`config.mk`:
```
export PLATFORM = sky130hd
export DESIGN_NAME = traffic_intersection
export DESIGN_NICKNAME = d
export VERILOG_FILES = /design/src/rtl/traffic_intersection.sv
export SDC_FILE = /design/constraint.sdc
export NUM_CORES = 1
export LEC_CHECK = 0
export ABC_CLOCK_PERIOD_IN_PS = 1220
export CAP_MARGIN = 20
export CORE_MARGIN = 2
export CORE_UTILIZATION = 43
export CTS_CLUSTER_SIZE = 8
export DETAILED_ROUTE_END_ITERATION = 8
export PLACE_DENSITY = 0.83
export SLEW_MARGIN = 20
export SYNTH_ARGS = -nofsm -noshare
export SYNTH_HDL_FRONTEND = slang
export SYNTH_SLANG_ARGS = --single-unit
```
`constraint.sdc`:
```
create_clock -name clk -period 1.22 [get_ports clk]
set_input_delay 0.244 -clock clk [delete_from_list [all_inputs] [get_ports clk]]
set_output_delay 0.244 -clock clk [all_outputs]
set_load 0.01 [all_outputs]
```
`src/rtl/traffic_intersection.sv`:
```
// Traffic intersection controller: round-robin green/yellow/all-red sequencing
// over NUM_DIRS approaches, with latched pedestrian walk requests and a
// flashing fault/night mode entered and left only through all-red clearance.
//
// Ports:
//   clk        - rising-edge clock
//   rst        - asynchronous active-low reset
//   tick       - time-base enable; countdown advances only when high
//   ped_req    - per-approach pedestrian request (level, sampled every cycle)
//   flash_mode - flashing-mode request, honoured at all-red expiry
//   light      - per-approach {red,yellow,green}, slice d at [3d+2:3d]
//   ped_walk   - per-approach walk, only during that approach's green
//   active_dir - approach currently or most recently granted green
module traffic_intersection #(
    parameter int unsigned NUM_DIRS = 2,
    parameter int unsigned TW       = 4,
    parameter int unsigned GREEN_T  = 6,
    parameter int unsigned YELLOW_T = 2,
    parameter int unsigned ALLRED_T = 1,
    parameter int unsigned FLASH_T  = 1
) (
    input  logic                    clk,
    input  logic                    rst,
    input  logic                    tick,
    input  logic [NUM_DIRS-1:0]     ped_req,
    input  logic                    flash_mode,
    output logic [3*NUM_DIRS-1:0]   light,
    output logic [NUM_DIRS-1:0]     ped_walk,
    output logic [1:0]              active_dir
);

    typedef enum logic [1:0] {
        S_ALL_RED = 2'd0,
        S_GREEN   = 2'd1,
        S_YELLOW  = 2'd2,
        S_FLASH   = 2'd3
    } state_t;

    localparam logic [1:0]    LAST_DIR  = 2'(NUM_DIRS - 1);
    localparam logic [TW-1:0] GREEN_LD  = TW'(GREEN_T - 1);
    localparam logic [TW-1:0] YELLOW_LD = TW'(YELLOW_T - 1);
    localparam logic [TW-1:0] ALLRED_LD = TW'(ALLRED_T - 1);
    localparam logic [TW-1:0] FLASH_LD  = TW'(FLASH_T - 1);

    state_t              r_state;
    logic [TW-1:0]       r_cnt;
    logic [1:0]          r_dir;
    logic                r_phase;
    logic [NUM_DIRS-1:0] r_latch;
    logic [NUM_DIRS-1:0] r_walk;

    logic [1:0]          w_next_dir;
    logic [NUM_DIRS-1:0] w_next_onehot;
    logic [NUM_DIRS-1:0] w_latch_set;

    // Next approach in round-robin order and its one-hot mask
    assign w_next_dir    = (r_dir == LAST_DIR) ? 2'd0 : r_dir + 2'd1;
    assign w_next_onehot = NUM_DIRS'(1) << w_next_dir;
    // Requests seen this cycle count toward a grant made on this same edge
    assign w_latch_set   = r_latch | ped_req;

    // Sequencer: countdown, state, grant pointer, flash phase, ped latches
    always_ff @(posedge clk or negedge rst) begin
        if (!rst) begin
            r_state <= S_ALL_RED;
            r_cnt   <= ALLRED_LD;
            r_dir   <= LAST_DIR;
            r_phase <= 1'b0;
            r_latch <= '0;
            r_walk  <= '0;
        end else begin
            r_latch <= w_latch_set;
            if (tick) begin
                if (r_cnt != '0) begin
                    r_cnt <= r_cnt - TW'(1);
                end else begin
                    case (r_state)
                        S_ALL_RED: begin
                            if (flash_mode) begin
                                r_state <= S_FLASH;
                                r_cnt   <= FLASH_LD;
                                r_phase <= 1'b1;
                            end else begin
                                r_state <= S_GREEN;
                                r_cnt   <= GREEN_LD;
                                r_dir   <= w_next_dir;
                                r_walk  <= w_latch_set & w_next_onehot;
                                r_latch <= w_latch_set & ~w_next_onehot;
                            end
                        end
                        S_GREEN: begin
                            r_state <= S_YELLOW;
                            r_cnt   <= YELLOW_LD;
                            r_walk  <= '0;
                        end
                        S_YELLOW: begin
                            r_state <= S_ALL_RED;
                            r_cnt   <= ALLRED_LD;
                        end
                        S_FLASH: begin
                            if (!flash_mode) begin
                                r_state <= S_ALL_RED;
                                r_cnt   <= ALLRED_LD;
                                r_phase <= 1'b0;
                            end else begin
                                r_phase <= ~r_phase;
                                r_cnt   <= FLASH_LD;
                            end
                        end
                        default: begin
                            r_state <= S_ALL_RED;
                            r_cnt   <= ALLRED_LD;
                        end
                    endcase
                end
            end
        end
    end

    // Lamp decode from registered state only
    always_comb begin
        light = '0;
        for (int d = 0; d < int'(NUM_DIRS); d++) begin
            case (r_state)
                S_GREEN:  light[3*d +: 3] = (2'(d) == r_dir) ? 3'b001 : 3'b100;
                S_YELLOW: light[3*d +: 3] = (2'(d) == r_dir) ? 3'b010 : 3'b100;
                S_FLASH:  light[3*d +: 3] = r_phase ? 3'b100 : 3'b000;
                default:  light[3*d +: 3] = 3'b100;
            endcase
        end
    end

    assign ped_walk   = r_walk;
    assign active_dir = r_dir;

endmodule

```
==> results of run 1 <==
[critical path: cells and delay by family (launching register included)]
kind,cells,cell delay (ps)
buffers and inverters,2,280
DFF,1,410
AOI/OAI and AO/OA,1,110
and+or+nand+nor,2,160
[cells by family after synthesis]
family / count (synthesis)
simple gates: 37
xor+xnor: 1
buf+inv: 7
flops: 13
compound gates: 16
mux: 1
[cell usage after synthesis, drive strengths merged (2+ instances only)]
cell,number,area (sq um)
nand4,2,12.5
clkbuf,2,10.0
a31oi,4,25.0
a21oi,3,15.0
nor2,11,41.3
and2,2,12.5
nand2b,4,25.0
nor2b,2,12.5
nor3,5,36.3
inv,3,11.3
dfrtp,12,300
o21ai,5,25.0
nand2,6,22.5
[timing repair]
action | in CTS | in global routing
endpoints found under the setup margin | 20 | 20
pin swaps | 11 | 7
buffers inserted | 12 | 5
gates cloned | 0 | 0
gates resized for setup | 55 | 16
[report_power, final]
part	total [mW]	switching, mW	internal (mW)
combinational	2.35	1.14	1.22
clock	0.277	0.150	0.127
sequential	0.760	0.160	0.600
total	3.39	1.45	1.94
[stage by stage]
step                setup TNS (ps)  setup WS (ps)  hold slack (ps)  util, %
floorplan                    -12.6          -8.57            -51.6        -
global placement             -5000           -365              475     65.7
detailed placement           -5700           -390              492     65.7
CTS                          -1880           -242              265     74.3
global route                 -3300           -301              279     81.2
finish                       -2450           -262              257     81.2
[cells in the final DEF, fill, tap and decap left out, types with 3 or more instances in the layout]
master           count
nor2_2               3
buf_2                5
o21ai_0              3
nor2_1               6
dfrtp_1             10
clkbuf_4             3
nand2b_4             3
clkdlybuf4s50_1      5
nand2_1              4
buf_4               24
buf_6               10
[sequential cells by signal, summed over array words and instances, names as in the netlist]
register    flops
r_state         2
r_phase         1
ped_walk        2
active_dir      2
r_cnt           4
r_latch         2
[worst paths after layout]
kind / from / end / slack (ps) / depth (start not counted)
max: r_state[1]$_DFFE_PN0P_ / light[2] / -260 / 5
min: rst / ped_walk[1]$_DFFE_PN0P_ / 260 / 2
max reg2reg: r_state[0]$_DFFE_PN0P_ / r_latch[0]$_DFF_PN0_ / -220 / 4
min reg2reg: ped_walk[1]$_DFFE_PN0P_ / ped_walk[1]$_DFFE_PN0P_ / 530 / 2
max in group asynchronous: rst / active_dir[0]$_DFFE_PN1P_ / 730 / 2
min in group clk: ped_walk[1]$_DFFE_PN0P_ / ped_walk[1]$_DFFE_PN0P_ / 530 / 2
[routing by layer]
metal | track usage, % | vias to the layer above | routed length, um
li1 | - | 354 | -
met1 | 28.1 | 372 | 887
met2 | 46.0 | 30 | 1290
met3 | 3.20 | 12 | 101
met4 | 17.6 | 0 | 100
met5 | 0 | - | 0
[cell type report]
| class | count | area [sq um] | share of cell area (%) |
|---|---|---|---|
| Tap cell | 16 | 20.0 | 1.60 |
| Clock buffer | 4 | 26.3 | 2.10 |
| Timing Repair Buffer | 46 | 387 | 30.9 |
| Multi-Input combinational cell | 55 | 475 | 38.0 |
| Sequential cell | 13 | 329 | 26.3 |
| Inverter | 3 | 13.8 | 1.10 |
==> out/metrics.cfg, run 1 <==
[place]
dp_cells = 118
io_buffers = 15
hpwlAfterDp_um = 1390
globalplace.congestion = 0.825
dpl_cell_area_sq_um = 1010

[timing]
slew_violations = 0
hold_viol = 0
period_minus_slack_ps = 1480
rsz0062_at_grt = true
setup_ws_ps = -262
slew-limit-headroom_pct = 82.3
setup_viol = 17
fmax_ghz = 0.675
clock_skew_ps = 3.42
worstMarginPinSlew_ps = 265
finalCritPeriodShare_pct = 121

[critical_path]
crit_required_ps = 980
path_max_fanout = 4
path_cells = buf_6 > nand2b_4 > nand2_4 > a21oi_2 > buf_2
critical_path.max_stage_delay_ps = 410
crit_type = reg -> out
cpMaxStageDelayCell = dfrtp_1
worstPathArrival_ps = 1240
crit_path_end_kind = output pin
start_kind = flop

[finish]
design_area_sq_um = 1250
final_cells = 137
nFillCells = 99
layout.nets = 128
drive_above_1_share_pct = 58.7
num_antenna_cells = 0
syn2layout_area_growth_pct = 73.3

[grt]
grt_max_degree = 14
antenna_found_initial = 0
grt_pass1_vias = 793
grtUsageTotal_pct = 25.8
grt_pass1_wl_um = 3600
grt-ovfl-total = 0

[logic_synthesis]
synth_fp_nets = 81
syn-cell-area_sq_um = 722
async_flop_share_pct = 100
synth-adder-area-share_pct = 0
synth_compound_area_share_pct = 16.3
synthMuxAreaShare_pct = 1.39
ys_warn_count = 0
synth_top_family_by_area = simple AND/OR/NAND/NOR gates
ys_seq_elements = 13
synth-seq-area-share_pct = 45.2
synth-edff-count = 0
synth_top_flop_cell = dfrtp_1
syn_area_per_cell_sq_um = 9.63
synth_xor_area_share_pct = 1.21
synthSimpleGateAreaFrac_pct = 27.9
syn-instance-count = 75
synthDistinctLibCells = 28

[floorplan]
rows = 14
die-area_sq_um = 2020
die_h_um = 45.0
core_area_sq_um = 1540
ios = 16
start_util_pct = 46.8
die_width_um = 45.0

[cts]
hold_buffers = 0
cts.sinks = 13
cts-root-buf = clkbuf_4
cts_buffers = 3
tritoncts = yes
path_clk_slew_ps = 80
clock_latency_ps = 280
h-tree-depth = 1
clockBufferDepth = 2

[min_path]
hold_class = in -> async

[routing]
routed-via-count = 768
wl_um = 2380
routedWlPerCell_um = 17.4
via_per_inst = 5.61
drc = 0
drtAntennaViolNets = 0
drtIter0Drc = 12
firstDrtPassIters = 4

[flow_run]
drv_cap = 0

[run_status]
failed_checks = setup timing
status = finished, violations left

[power_and_ir_drop]
power_density_nw_per_um2 = 2710
total_power_mw = 3.39
irDropWorstVdd_mv = 1.77
p_leak_nw = 0.578

No activity file was read; power rests on OpenSTA's default activity.
==> run 2, diff against run 1 <==
ABC_CLOCK_PERIOD_IN_PS = 1600   (was 1220)
CORE_MARGIN = 1.5   (was 2)
CORE_UTILIZATION = 48   (was 43)
PLACE_DENSITY = 0.88   (was 0.83)
SLEW_MARGIN = not set   (was 20)
clock period = 1.6 ns   (was 1.22 ns; I/O delays follow)
==> out/metrics.cfg, run 2 (synthesized netlist as in run 1, its figures left out) <==
[run_status]
status = completed

[min_path]
hold_class = in -> async

[finish]
num_antenna_cells = 0
largest-register = r_cnt
utilization_pct = 71.5
syn2layout_area_growth_pct = 33.8
final_cell_mix = 11 x dfrtp_1, 10 x nor2_1, 10 x buf_4, 7 x clkdlybuf4s50_1, 5 x o21ai_0
layout_commonest_cell = dfrtp_1
layout.nets = 109
largest_reg_flops = 4
drive_above_1_share_pct = 32.4

[grt]
grtUsageTotal_pct = 20.9
grt_pass1_wl_um = 2790
grt-ovfl-total = 0
grt_pass1_vias = 635
antenna_found_initial = 0
grt_max_degree = 14

[place]
io_buffers = 15
globalplace.congestion = 0.849
hpwlAfterDp_um = 1120

[routing]
drtIter0Drc = 18
routedWlPerCell_um = 13.1
via_per_inst = 5.39
routed-via-count = 631
drtAntennaViolNets = 0
firstDrtPassIters = 4
drc = 0
wl_um = 1540

[timing]
worstMarginPinSlew_ps = 311
setup_viol = 0
hold_viol = 0
period_minus_slack_ps = 1550
rsz0062_at_grt = true
slew-limit-headroom_pct = 79.2
fmax_ghz = 0.645
slew_violations = 0
finalSetupTns_ps = 0
finalCritPeriodShare_pct = 96.9
clock_skew_ps = 4.08

[floorplan]
die_width_um = 41.8
die-area_sq_um = 1750
rows = 13
ios = 16
die_h_um = 41.8
core_area_sq_um = 1350
start_util_pct = 53.5

[critical_path]
path_cells = buf_4 > dlygate4sd2_1
path_max_fanout = 4
path_delay_family = flip-flops
cp.depth = 2
cpMaxStageDelayCell = dfstp_2
crit_required_ps = 1280
crit_type = reg -> out
critical_path.max_stage_delay_ps = 560
path_buf_inv = 2
start_kind = flop
worstPathArrival_ps = 1230
crit_path_end_kind = output pin
rr_worst_depth = 3

[power_and_ir_drop]
power_density_nw_per_um2 = 2000
p_leak_nw = 0.446
irDropWorstVdd_mv = 0.988

[flow_run]
drv_cap = 0

[cts]
path_clk_slew_ps = 90
cts_buffers = 3
clockBufferDepth = 2
cts-root-buf = clkbuf_4
h-tree-depth = 1
tritoncts = yes
cts.sinks = 13
clock_latency_ps = 280

==> run 2: cell types whose count changed in the layout (fill, tap and decap cells not counted), sizes merged <==
| cell | before | now |
|---|---|---|
| clkbuf | 4 | 7 |
| clkdlybuf4s50 | 5 | 7 |
| dlygate4sd2 | 1 | 2 |
| clkdlybuf4s15 | 1 | 0 |
| clkinv | 0 | 1 |
| buf | 39 | 14 |
==> run 2: area by class of cell <==
type,count,area (sq um)
Multi-Input combinational cell,55,365
Clock buffer,3,22.5
Clock inverter,1,5.00
Tap cell,15,18.8
Timing Repair Buffer,27,215
Inverter,3,11.3
Sequential cell,13,328
Fill cell,100,384
==> run 2: layer usage <==
layer	vias up	routed length (um)	global-route usage, %
li1	314	-	-
met1	297	694	25.7
met2	18	750	34.7
met3	2	86	6.09
met4	0	6	7.10
met5	-	0	0
==> run 2: timing repair <==
action	in CTS	in global routing
resized for setup	18	13
endpoints found under the setup margin	8	6
pin swaps	0	2
hold buffers	0	0
buffers inserted	3	0
==> run 2: worst reg2reg max path, delay by kind of cell (launching register included) <==
family,cells,cell delay [ps]
and+or+nand+nor,2,510
DFF,1,430
AOI/OAI and AO/OA,1,330
==> run 2: where the power goes <==
| part | switching [mW] | total, mW | leakage, nW | internal (mW) |
|---|---|---|---|---|
| logic | 0.579 | 1.16 | 0.272 | 0.583 |
| clock network | 0.115 | 0.208 | 0.0177 | 0.0928 |
| registers | 0.107 | 0.564 | 0.156 | 0.457 |
==> run 2: worst paths after layout <==
path | start | to | slack [ps]
min | rst | r_cnt[0]$_DFFE_PN0P_ | 330
max | active_dir[0]$_DFFE_PN1P_ | active_dir[0] | 50
max reg2reg | r_cnt[1]$_DFFE_PN0P_ | r_state[1]$_DFFE_PN0P_ | 210
min reg2reg | ped_walk[0]$_DFFE_PN0P_ | ped_walk[0]$_DFFE_PN0P_ | 490
min in group clk | ped_walk[0]$_DFFE_PN0P_ | ped_walk[0]$_DFFE_PN0P_ | 490
max in group asynchronous | rst | active_dir[0]$_DFFE_PN1P_ | 1030
==> run 2: stage by stage <==
step                hold WS (ps)  area [sq um]  total power, mW  setup slack, ps  std cells
floorplan                   24.4           722             1.26              194         75
global placement             475           912             1.62            -35.3        110
detailed placement           478           912             1.66            -56.1        110
CTS                          329           962             1.89             14.9        117
global route                 358           966             2.09            -43.9        117
finish                       331           966             1.93             50.2        117
==> run 3, diff against run 2 <==
SLEW_MARGIN = 5   (was not set)
==> results of run 3 <==
No change in the layout: final DEF, timing and power equal those of run 2.
